--- src/rtl/fetch_unit_pkg.sv ---
// Shared core constants and the fetch buffer entry type.
package fetch_unit_pkg;
    localparam int              XLEN          = 32;
    localparam logic [XLEN-1:0] NOP_INSTR_DEF = 32'h0000_0013; // addi x0,x0,0
    localparam logic [XLEN-1:0] RESET_PC_DEF  = 32'h0000_0000;

    typedef struct packed {
        logic [XLEN-1:0] pc;
        logic [XLEN-1:0] instr;
    } fetch_entry_t;
endpackage

--- src/rtl/fetch_unit_if.sv ---
// Instruction memory request/response bus. Fetch side is the master.
interface fetch_unit_if;
    import fetch_unit_pkg::*;
    logic            imem_req;
    logic [XLEN-1:0] imem_addr;
    logic            imem_gnt;
    logic            imem_rvalid;
    logic [XLEN-1:0] imem_rdata;

    modport master (output imem_req, imem_addr, input imem_gnt, imem_rvalid, imem_rdata);
    modport slave  (input imem_req, imem_addr, output imem_gnt, imem_rvalid, imem_rdata);
endinterface

--- src/rtl/fetch_unit_fifo.sv ---
// fetch_fifo: DEPTH-entry {pc,instr} buffer between imem responses and the IF/ID register.
// Clear dominates push/pop; DEPTH must be a power of two so pointers wrap naturally.
module fetch_fifo
    import fetch_unit_pkg::*;
#(
    parameter int DEPTH = 2,
    localparam int PW = $clog2(DEPTH),
    localparam int CW = $clog2(DEPTH + 1)
) (
    input  logic         clk,
    input  logic         rst,
    input  logic         i_clear,
    input  logic         i_push,
    input  logic         i_pop,
    input  fetch_entry_t i_data,
    output fetch_entry_t o_head,
    output logic [CW-1:0] o_count
);
    fetch_entry_t  r_mem [DEPTH];
    logic [PW-1:0] r_rd_ptr, r_wr_ptr;
    logic [CW-1:0] r_count;

    // Storage write; contents need no reset since count qualifies them
    always_ff @(posedge clk) begin
        if (i_push && !i_clear) r_mem[r_wr_ptr] <= i_data;
    end

    // Pointer and occupancy tracking
    always_ff @(posedge clk or posedge rst) begin
        if (rst) begin
            r_rd_ptr <= '0;
            r_wr_ptr <= '0;
            r_count  <= '0;
        end else if (i_clear) begin
            r_rd_ptr <= '0;
            r_wr_ptr <= '0;
            r_count  <= '0;
        end else begin
            if (i_push) r_wr_ptr <= r_wr_ptr + 1'b1;
            if (i_pop)  r_rd_ptr <= r_rd_ptr + 1'b1;
            r_count <= r_count + CW'(i_push) - CW'(i_pop);
        end
    end

    assign o_head  = r_mem[r_rd_ptr];
    assign o_count = r_count;
endmodule

--- src/rtl/fetch_unit.sv ---
// fetch_unit: IF stage + IF/ID register. Owns PCF, issues in-order imem requests under a
// credit limit (buffered + outstanding < DEPTH), discards responses made stale by a redirect.
// Optional: FETCH_PERF_CNT_EN adds StarveCnt/RedirectCnt outputs.
module fetch_unit
    import fetch_unit_pkg::*;
#(
    parameter logic [XLEN-1:0] RESET_PC  = RESET_PC_DEF,
    parameter int              DEPTH     = 2,
    parameter logic [XLEN-1:0] NOP_INSTR = NOP_INSTR_DEF
) (
    input  logic            clk,
    input  logic            rst,
    input  logic            StallF,
    input  logic            StallD,
    input  logic            FlushD,
    input  logic            PCSrcE,
    input  logic [XLEN-1:0] PCTargetE,
    fetch_unit_if.master    imem,
    output logic [XLEN-1:0] InstrD,
    output logic [XLEN-1:0] PCD,
    output logic [XLEN-1:0] PCPlus4D,
    output logic            ValidD
`ifdef FETCH_PERF_CNT_EN
    ,
    output logic [31:0]     StarveCnt,
    output logic [31:0]     RedirectCnt
`endif
);
    localparam int CW = $clog2(DEPTH + 1);
    localparam int PW = $clog2(DEPTH);

    logic [XLEN-1:0] r_pcf;
    logic [CW-1:0]   r_outst, r_drop;
    logic [XLEN-1:0] r_pcq [DEPTH];
    logic [PW-1:0]   r_pcq_wr, r_pcq_rd;
    logic [XLEN-1:0] r_instr_d, r_pc_d, r_pcp4_d;
    logic            r_valid_d;

    logic            w_credit, w_fire, w_push, w_pop, w_drop_rsp;
    logic [CW-1:0]   w_count;
    fetch_entry_t    w_head, w_push_data;

    assign w_credit   = ((CW+1)'(w_count) + (CW+1)'(r_outst)) < (CW+1)'(DEPTH);
    assign imem.imem_req  = !rst && !PCSrcE && !StallF && w_credit;
    assign imem.imem_addr = r_pcf;
    assign w_fire     = imem.imem_req && imem.imem_gnt;
    assign w_drop_rsp = imem.imem_rvalid && (r_drop != '0);
    // A response landing in the redirect cycle is wrong-path too, so it is never pushed
    assign w_push     = imem.imem_rvalid && (r_drop == '0) && !PCSrcE;
    assign w_pop      = !FlushD && !StallD && (w_count != '0);
    assign w_push_data = '{pc: r_pcq[r_pcq_rd], instr: imem.imem_rdata};

    // PCF advance/redirect, outstanding credit and stale-response drop count
    always_ff @(posedge clk or posedge rst) begin
        if (rst) begin
            r_pcf   <= RESET_PC;
            r_outst <= '0;
            r_drop  <= '0;
        end else begin
            r_outst <= r_outst + CW'(w_fire) - CW'(imem.imem_rvalid);
            if (PCSrcE) begin
                r_pcf  <= PCTargetE;
                r_drop <= r_outst - CW'(imem.imem_rvalid);
            end else begin
                if (w_fire)     r_pcf  <= r_pcf + 32'd4;
                if (w_drop_rsp) r_drop <= r_drop - 1'b1;
            end
        end
    end

    // PC of each live request, captured at grant, consumed when its word is buffered
    always_ff @(posedge clk) begin
        if (w_fire) r_pcq[r_pcq_wr] <= r_pcf;
    end

    // PC queue pointers; redirect discards all pending live PCs
    always_ff @(posedge clk or posedge rst) begin
        if (rst) begin
            r_pcq_wr <= '0;
            r_pcq_rd <= '0;
        end else if (PCSrcE) begin
            r_pcq_wr <= '0;
            r_pcq_rd <= '0;
        end else begin
            if (w_fire) r_pcq_wr <= r_pcq_wr + 1'b1;
            if (w_push) r_pcq_rd <= r_pcq_rd + 1'b1;
        end
    end

    fetch_fifo #(.DEPTH(DEPTH)) u_fifo (
        .clk     (clk),
        .rst     (rst),
        .i_clear (PCSrcE),
        .i_push  (w_push),
        .i_pop   (w_pop),
        .i_data  (w_push_data),
        .o_head  (w_head),
        .o_count (w_count)
    );

    // IF/ID register: flush > stall > pop head > bubble; PCs are held across bubbles
    always_ff @(posedge clk or posedge rst) begin
        if (rst) begin
            r_instr_d <= NOP_INSTR;
            r_pc_d    <= '0;
            r_pcp4_d  <= 32'd4;
            r_valid_d <= 1'b0;
        end else if (FlushD) begin
            r_instr_d <= NOP_INSTR;
            r_valid_d <= 1'b0;
        end else if (!StallD) begin
            if (w_count != '0) begin
                r_instr_d <= w_head.instr;
                r_pc_d    <= w_head.pc;
                r_pcp4_d  <= w_head.pc + 32'd4;
                r_valid_d <= 1'b1;
            end else begin
                r_instr_d <= NOP_INSTR;
                r_valid_d <= 1'b0;
            end
        end
    end

    assign InstrD   = r_instr_d;
    assign PCD      = r_pc_d;
    assign PCPlus4D = r_pcp4_d;
    assign ValidD   = r_valid_d;

`ifdef FETCH_PERF_CNT_EN
    logic [31:0] r_starve, r_redirect;

    // Starvation (decode wanted a word, none buffered) and redirect event counters
    always_ff @(posedge clk or posedge rst) begin
        if (rst) begin
            r_starve   <= '0;
            r_redirect <= '0;
        end else begin
            if (!FlushD && !StallD && (w_count == '0)) r_starve <= r_starve + 32'd1;
            if (PCSrcE) r_redirect <= r_redirect + 32'd1;
        end
    end

    assign StarveCnt   = r_starve;
    assign RedirectCnt = r_redirect;
`endif
endmodule

--- src/flat_wrapper.sv ---
// flat-port wrapper written by rule: the top's interface ports become plain ports
module fetch_unit_flat import fetch_unit_pkg::*;
#(
    parameter logic [XLEN-1:0] RESET_PC  = RESET_PC_DEF,
    parameter int              DEPTH     = 2,
    parameter logic [XLEN-1:0] NOP_INSTR = NOP_INSTR_DEF
)
  (clk, rst, StallF, StallD, FlushD, PCSrcE, PCTargetE, InstrD, PCD, PCPlus4D, ValidD, imem_imem_req, imem_imem_addr, imem_imem_gnt, imem_imem_rvalid, imem_imem_rdata);
  fetch_unit_if imem_i ();
  input  logic clk;
  input  logic rst;
  input  logic StallF;
  input  logic StallD;
  input  logic FlushD;
  input  logic PCSrcE;
  input  logic [XLEN-1:0] PCTargetE;
  output logic [XLEN-1:0] InstrD;
  output logic [XLEN-1:0] PCD;
  output logic [XLEN-1:0] PCPlus4D;
  output logic ValidD;
  output wire logic [$bits(imem_i.imem_req)-1:0] imem_imem_req;
  output wire logic [$bits(imem_i.imem_addr)-1:0] imem_imem_addr;
  input wire logic [$bits(imem_i.imem_gnt)-1:0] imem_imem_gnt;
  input wire logic [$bits(imem_i.imem_rvalid)-1:0] imem_imem_rvalid;
  input wire logic [$bits(imem_i.imem_rdata)-1:0] imem_imem_rdata;
  assign imem_imem_req = imem_i.imem_req;
  assign imem_imem_addr = imem_i.imem_addr;
  assign imem_i.imem_gnt = imem_imem_gnt;
  assign imem_i.imem_rvalid = imem_imem_rvalid;
  assign imem_i.imem_rdata = imem_imem_rdata;
  fetch_unit #(.RESET_PC(RESET_PC), .DEPTH(DEPTH), .NOP_INSTR(NOP_INSTR)) u_core (.clk(clk), .rst(rst), .StallF(StallF), .StallD(StallD), .FlushD(FlushD), .PCSrcE(PCSrcE), .PCTargetE(PCTargetE), .imem(imem_i), .InstrD(InstrD), .PCD(PCD), .PCPlus4D(PCPlus4D), .ValidD(ValidD));
endmodule
--- config.mk ---
export PLATFORM = sky130hd
export DESIGN_NAME = fetch_unit_flat
export DESIGN_NICKNAME = d
export VERILOG_FILES = /design/src/rtl/fetch_unit_pkg.sv /design/src/rtl/fetch_unit_if.sv /design/src/rtl/fetch_unit_fifo.sv /design/src/rtl/fetch_unit.sv /design/src/flat_wrapper.sv
export SDC_FILE = /design/constraint.sdc
export NUM_CORES = 1
export LEC_CHECK = 0
export CAP_MARGIN = 15
export CORE_MARGIN = 4
export CORE_UTILIZATION = 35
export CTS_BUF_LIST = sky130_fd_sc_hd__clkbuf_4
export DETAILED_ROUTE_END_ITERATION = 12
export HOLD_SLACK_MARGIN = 0.1
export SLEW_MARGIN = 20
export SYNTH_ARGS = -nofsm -noshare
export SYNTH_HDL_FRONTEND = slang
export SYNTH_SLANG_ARGS = --single-unit
--- constraint.sdc ---
create_clock -name clk -period 6.8 [get_ports clk]
set_clock_uncertainty 0.1 [all_clocks]
set_input_delay 1.36 -clock clk [delete_from_list [all_inputs] [get_ports clk]]
set_output_delay 1.36 -clock clk [all_outputs]
set_load 0.1 [all_outputs]
Yosys cells after proc, flatten, opt, wreduce, memory -nomap -nowiden --
Memories as Yosys holds them, arrays and structs flattened. Cells that the tools add are included. W data, S select, Z words.
Operators by class: equal/unequal tests 1, reductions and logical operators 23, $add $sub $neg 13, bitwise operators 2, $lt $le $gt $ge 1, multiplexer cells 23
Operators with widths (count):
- $mux W32 | 5
- $add A32 B3 Y32 const B | 2
- $mux W1 | 15
- $reduce_bool A2 Y1 | 6
- $logic_and A1 B1 Y1 | 10
- $mux W2 | 3
- $sub A2 B1 Y2 | 3
- $logic_not A1 Y1 | 5
- $add A1 B1 Y1 const B | 4
- $add A2 B1 Y2 | 2
- $add A2 B2 Y3 | 1
- $lt A3 B2 Y1 const B | 1
- $reduce_and A3 Y1 | 1
- $logic_not A2 Y1 | 1
- $ne A2 B1 Y1 const B | 1
- $not A1 Y1 | 2
- $sub A2 B1 Y2 const B | 1
Storage, ports and cells: logic and storage cells 77, register bits 139, memories 2, output and inout bits 130, bits of input ports 72, memory bits (writable) 192
Memories:
- u_core.u_fifo.r_mem | depth 2, width 64, read ports 1, clocked after Yosys merged registers in 0, write ports 1, RTL line fetch_unit_fifo.sv:19 | fetch_entry_t r_mem [DEPTH];
- u_core.r_pcq | depth 2, width 32, read ports 1, clocked after Yosys merged registers in 0, write ports 1, RTL line fetch_unit.sv:34 | logic [XLEN-1:0] r_pcq [DEPTH];

Depth between registers and ports, before layout --
depth after elaboration 7, depth in mapped cells 12

Modules after synthesis --
A second synthesis with hierarchy kept.
Second synthesis, totals: cells, all modules 1001, area, all modules 13843.3 sq um
By module, submodules not included:
- fetch_unit | instances 1, area an instance 8808.4 sq um, cells each 784
- fetch_fifo | instances 1, area an instance 5034.8 sq um, cells each 217

Worst setup path after synthesis --
Ideal clock, no wire load.
kind input to register, start point input PCSrcE, end point memory u_core.u_fifo.r_mem[0][0] (netlist name) (enable), stages 4, arrival time 6.398 ns, buffers on the path 3, setup slack -0.263 ns, required time 6.135 ns, cell sequence clkbuf_1 > buf_1 > clkbuf_1 > nor3_1
On the way: cells in the longest elaborated chain, start to end 5
Ends and longest elaborated chain:
- start: declaration | RTL line flat_wrapper.sv:15 | input logic PCSrcE;
- $logic_not A1 Y1 (*) | RTL line fetch_unit_fifo.sv:25, fetch_unit.sv:49
- $logic_and A1 B1 Y1 | RTL line fetch_unit.sv:49 | assign w_push = imem.imem_rvalid && (r_drop == '0) && !PCSrcE;
- $logic_and A1 B1 Y1 (*) | RTL line fetch_unit_fifo.sv:25 | if (i_push && !i_clear) r_mem[r_wr_ptr] <= i_data;
- $mux W1 (*) | RTL line fetch_unit_fifo.sv:25
- $mux W1 (not written as such) (*) | RTL line fetch_unit_fifo.sv:25
- end: declaration | RTL line fetch_unit_fifo.sv:19
Mark *: on every way between the ends. The rest lies on a longest branch, timed or not.

Final worst setup path --
start point input rst, end point output imem_imem_req
On the way: cells in the longest elaborated chain, start to end 4
Ends and longest elaborated chain:
- start: declaration | RTL line flat_wrapper.sv:11 | input logic rst;
- $logic_not A1 Y1 | RTL line fetch_unit.sv:44 | assign imem.imem_req = !rst && !PCSrcE && !StallF && w_credit;
- $logic_and A1 B1 Y1 (3 in series) | RTL line fetch_unit.sv:44
- end: declaration | RTL line flat_wrapper.sv:21 | output wire logic [$bits(imem_i.imem_req)-1:0] imem_imem_req;
Every way passes these cells.

==> metrics.md <==
| Metric | Value |
|---|---|
| Hold depth | `2` |
| Vias | `9157` |
| Power per cell area | `413 mW/mm²` |
| Num CTS Buffers | `approximately 90` |
| Final worst path period share | `0.750` |
| Max-cap check violation count | `0` |
| Ys flop type | `edfxtp_1` |
| FILL cells | `3621` |
| WL/cell | `approximately 18 µm` |
| Critical path type | `in -> out` |
| DR vias/cell | `between 4 and 5` |
| Final Util | `0.450` |
| Final setup viols | `0` |
| Worst path top cell family by delay | `buffers and inverters` |
| Crit path buf inv count | `2` |
| Maximum buffer depth of the clock tree | `3` |
| Crit path max fanout | `7` |
| Largest net degree at the start of global routing | `about 100` |
| Post-DP HPWL | `~22000 µm` |
| Yosys top cell area share | `0.423` |
| CP Launch Type | `input port` |
| Core Rows | `72` |
| Fin. Hold Viols | `0` |
| Hold Crit Class | `reg -> reg` |
| Slack of the critical path | `roughly 1.7 ns` |
| Sequential cell area | `between 0.009 and 0.01 mm²` |
| Clock Sinks | `329` |
| Post-synth cell types | `65` |
| Proportion of layout cells with a drive suffix above 1 | `0.169` |
| Slowest cell on crit path | `clkdlybuf4s50_1` |
| Peak VDD IR | `0.000249 V` |
| # Post-CTS Setup Buffers | `0` |
| Antenna violation net count after detailed routing | `0` |
| Reg power frac | `0.369` |
| Area of the multi-input gates | `0.00414 mm²` |
| Post-synthesis sequential area ratio | `0.675` |
| I/O pins | `~200` |
| Vias in the first global route | `just over 9k` |
| Worst slew pin tran | `1.09 ns` |
| Mapped Cells | `between 1k and 1.5k` |
| Die ar. | `0.0422 mm²` |
| Pint | `just over 4000 µW` |
| Crit path required time | `about 5.3 ns` |
| Clock power frac | `0.256` |
| DRT iter0 DRCs | `446` |
| Worst-skew pair later-pin latency | `approximately 0.7 ns` |
| Port bufs | `201` |
| Clock slew at reported path FFs | `0.06 ns` |
| WP data arrival | `3.64 ns` |
| Synth Warn # | `0` |
| Post-CTS Hold Buffers | `0` |
| Core footprint | `0.0386 mm²` |
| GRT Util Overall | `0.155` |
| Pre-CTS WS | `1.71 ns` |
| Initial antenna violation count | `1` |
| Critical path's largest stage delay | `roughly 1.1 ns` |
| Mean area per synthesized cell | `between 10 and 15 µm²` |
| First-pass DRT Iterations | `5` |
| Fin Setup TNS | `0 ns` |
| Switching fraction of total power | `0.429` |
| Slew HR | `0.269` |
| Maximum clock rate | `between 150 and 200 MHz` |
| Most frequent CP cell | `clkdlybuf4s50_1` |
| CTS tree | `done` |
| Largest area contributor in the netlist | `edfxtp_1` |
| Max Slew Vio Count | `0` |
| Outcome | `finished, final reports clean` |
| CTS root buf | `clkbuf_4` |
| Post-CTS sizing | `0` |
| RSZ-0062 raised after global routing | `false` |
| CP Capture Type | `primary output` |
| Die X | `205 µm` |
| Final worst path period need | `5.10 ns` |
| Psw | `3080 µW` |
| Mapped Nets | `1099` |
| Drt drc | `0` |
| Area Growth Syn to Fin | `27.4%` |
| Net count, final | `1351` |
| Post-synth EDFFs | `192` |
| LEAKAGE | `roughly 0.0065 µW` |
| Cells along the critical path | `clkdlybuf4s50_1 > nor4_4 > and2_1 > clkdlybuf4s50_1` |
| Gr ovfl total | `0` |
| Synth area leaders | `edfxtp_1 (42%), dfrtp_1 (24%), mux2i_1 (4.8%)` |
| Ys async rst share | `0.416` |
| Worst Reg-to-Reg Cells | `6` |
| Htree depth | `3` |
| Post-Route WL | `between 30000 and 40000 µm` |
| Initial Utilization | `0.353` |
| First-pass GRT wire length | `51200 µm` |
| Cell depth of the worst setup path | `4` |
| #FFs+latches synth | `~330` |
| Gate power share | `0.374` |
| Global placer's final weighted congestion | `around 0.83` |
| Die Ht | `205 µm` |
| Cell area after synthesis | `about 0.014 mm²` |
[synthesized netlist by cell type (5+ instances only)]
cell / n
inv_1: 13
buf_1: 6
xnor2_1: 21
xor2_1: 9
nand3_1: 38
buf_2: 11
nand2_1: 136
and3_1: 5
clkbuf_1: 27
nor2b_1: 6
edfxtp_1: 192
o211ai_1: 7
mux2_2: 41
and4_1: 5
o21ai_0: 81
or4_1: 5
nand4b_1: 7
dfrtp_1: 133
ha_1: 6
mux2i_1: 65
nand4_1: 21
nor3_1: 8
and2_1: 9
a21oi_1: 14
buf_4: 6
a211o_1: 5
nand3b_1: 9
o311ai_0: 7
or3_1: 7
a22oi_1: 13
a21o_1: 10
nor2_1: 34
[power by group through the flow]
stage          sequential, µW  combinational, µW  clock [µW]
6_report                 2650               2680        1840
5_1_grt                  2690               2790        2030
4_1_cts                  2650               2700        1910
3_5_place_dp             2690               2690           0
3_3_place_gp             2680               2680           0
2_1_floorplan            4110                561           0
[routing by layer]
layer | part of all wire | GRT usage | vias to the layer above
li1 | - | - | 4377
met1 | 0.47 | 0.217 | 4422
met2 | 0.44 | 0.228 | 308
met3 | 0.067 | 0.0437 | 50
met4 | 0.024 | 0.0612 | 0
met5 | 0 | 0 | -
[worst register-to-register path, cell delays in order (launching register included)]
cell and delay (ns):
dfrtp_4 0.95, buf_4 0.71, nand3_1 0.31, a22oi_1 0.56
nand4_2 0.46, or4_1 0.53, nand3_1 0.09
[state kept, by name, summed over array words and instances (netlist names)]
signal	cells
u_core.imem.imem_addr	32
u_core.r_outst	2
u_core.ValidD	1
u_core.r_drop	2
u_core.u_fifo.r_rd_ptr	1
u_core.r_pcq_rd	1
u_core.InstrD	32
u_core.r_pcq_wr	1
u_core.u_fifo.o_count	2
u_core.u_fifo.r_wr_ptr	1
u_core.PCPlus4D	32
u_core.r_pcq	64
u_core.PCD	30
u_core.u_fifo.r_mem	128
[layout by cell type, fill, tap and decap left out, drive strengths merged, types with 12 or more instances in the layout]
master         synthesis  routed
dfrtp                133     133
buf                   26      12
nand2                137     137
clkdlybuf4s50          0     200
o21ai                 81      81
edfxtp               192     192
a22oi                 15      15
and2                  12      12
nand4                 22      22
a21oi                 14      14
mux2                  41      41
mux2i                 65      65
inv                   13      16
clkinv                 1      23
xnor2                 21      21
clkbuf                27     142
nor2                  34      34
nand3                 38      38
[layout make-up]
cell class	instances	share of cell area
antenna	1	0.000144
multi-input combinational	624	0.238
inverter	14	0.00331
clock buffer	142	0.0614
timing repair buffer	212	0.120
tap	518	0.0373
sequential	329	0.530
clock inverter	27	0.00922
[cell families after synthesis]
group | share of synthesized area
flip-flops | 0.675
AND/OR/NAND/NOR | 0.114
AO/OA/AOI/OAI | 0.0801
multiplexers | 0.0816
buffers and inverters | 0.0228
XOR/XNOR | 0.0193
adder cells (fa/ha/maj) | 0.00698
[stage by stage]
step / total power, µW / hold slack (ns) / instance area, µm² / cells
floorplan: 4670 / 0.405 / 13600 / 1020
global placement: 5360 / 0.358 / 16100 / 1697
detailed placement: 5390 / 0.369 / 16100 / 1697
CTS: 7260 / 0.382 / 17400 / 1866
global route: 7510 / 0.404 / 17400 / 1867
finish: 7170 / 0.376 / 17400 / 1867
[worst paths after layout]
| kind | start | slack [ns] | to |
|---|---|---|---|
| min reg2reg | u_core.PCD[17] | 0.38 | u_core.PCD[17] |
| max reg2reg | u_core.u_fifo.r_rd_ptr | 3.05 | u_core.PCPlus4D[30] |
| min in group asynchronous | rst | 1.19 | u_core.imem.imem_addr[22] |
| min | u_core.PCD[17] | 0.38 | u_core.PCD[17] |
| max | rst | 1.70 | imem_imem_req |
| max in group asynchronous | rst | 4.18 | u_core.InstrD[8] |
Note: power is estimated with default switching activity, not from simulation.
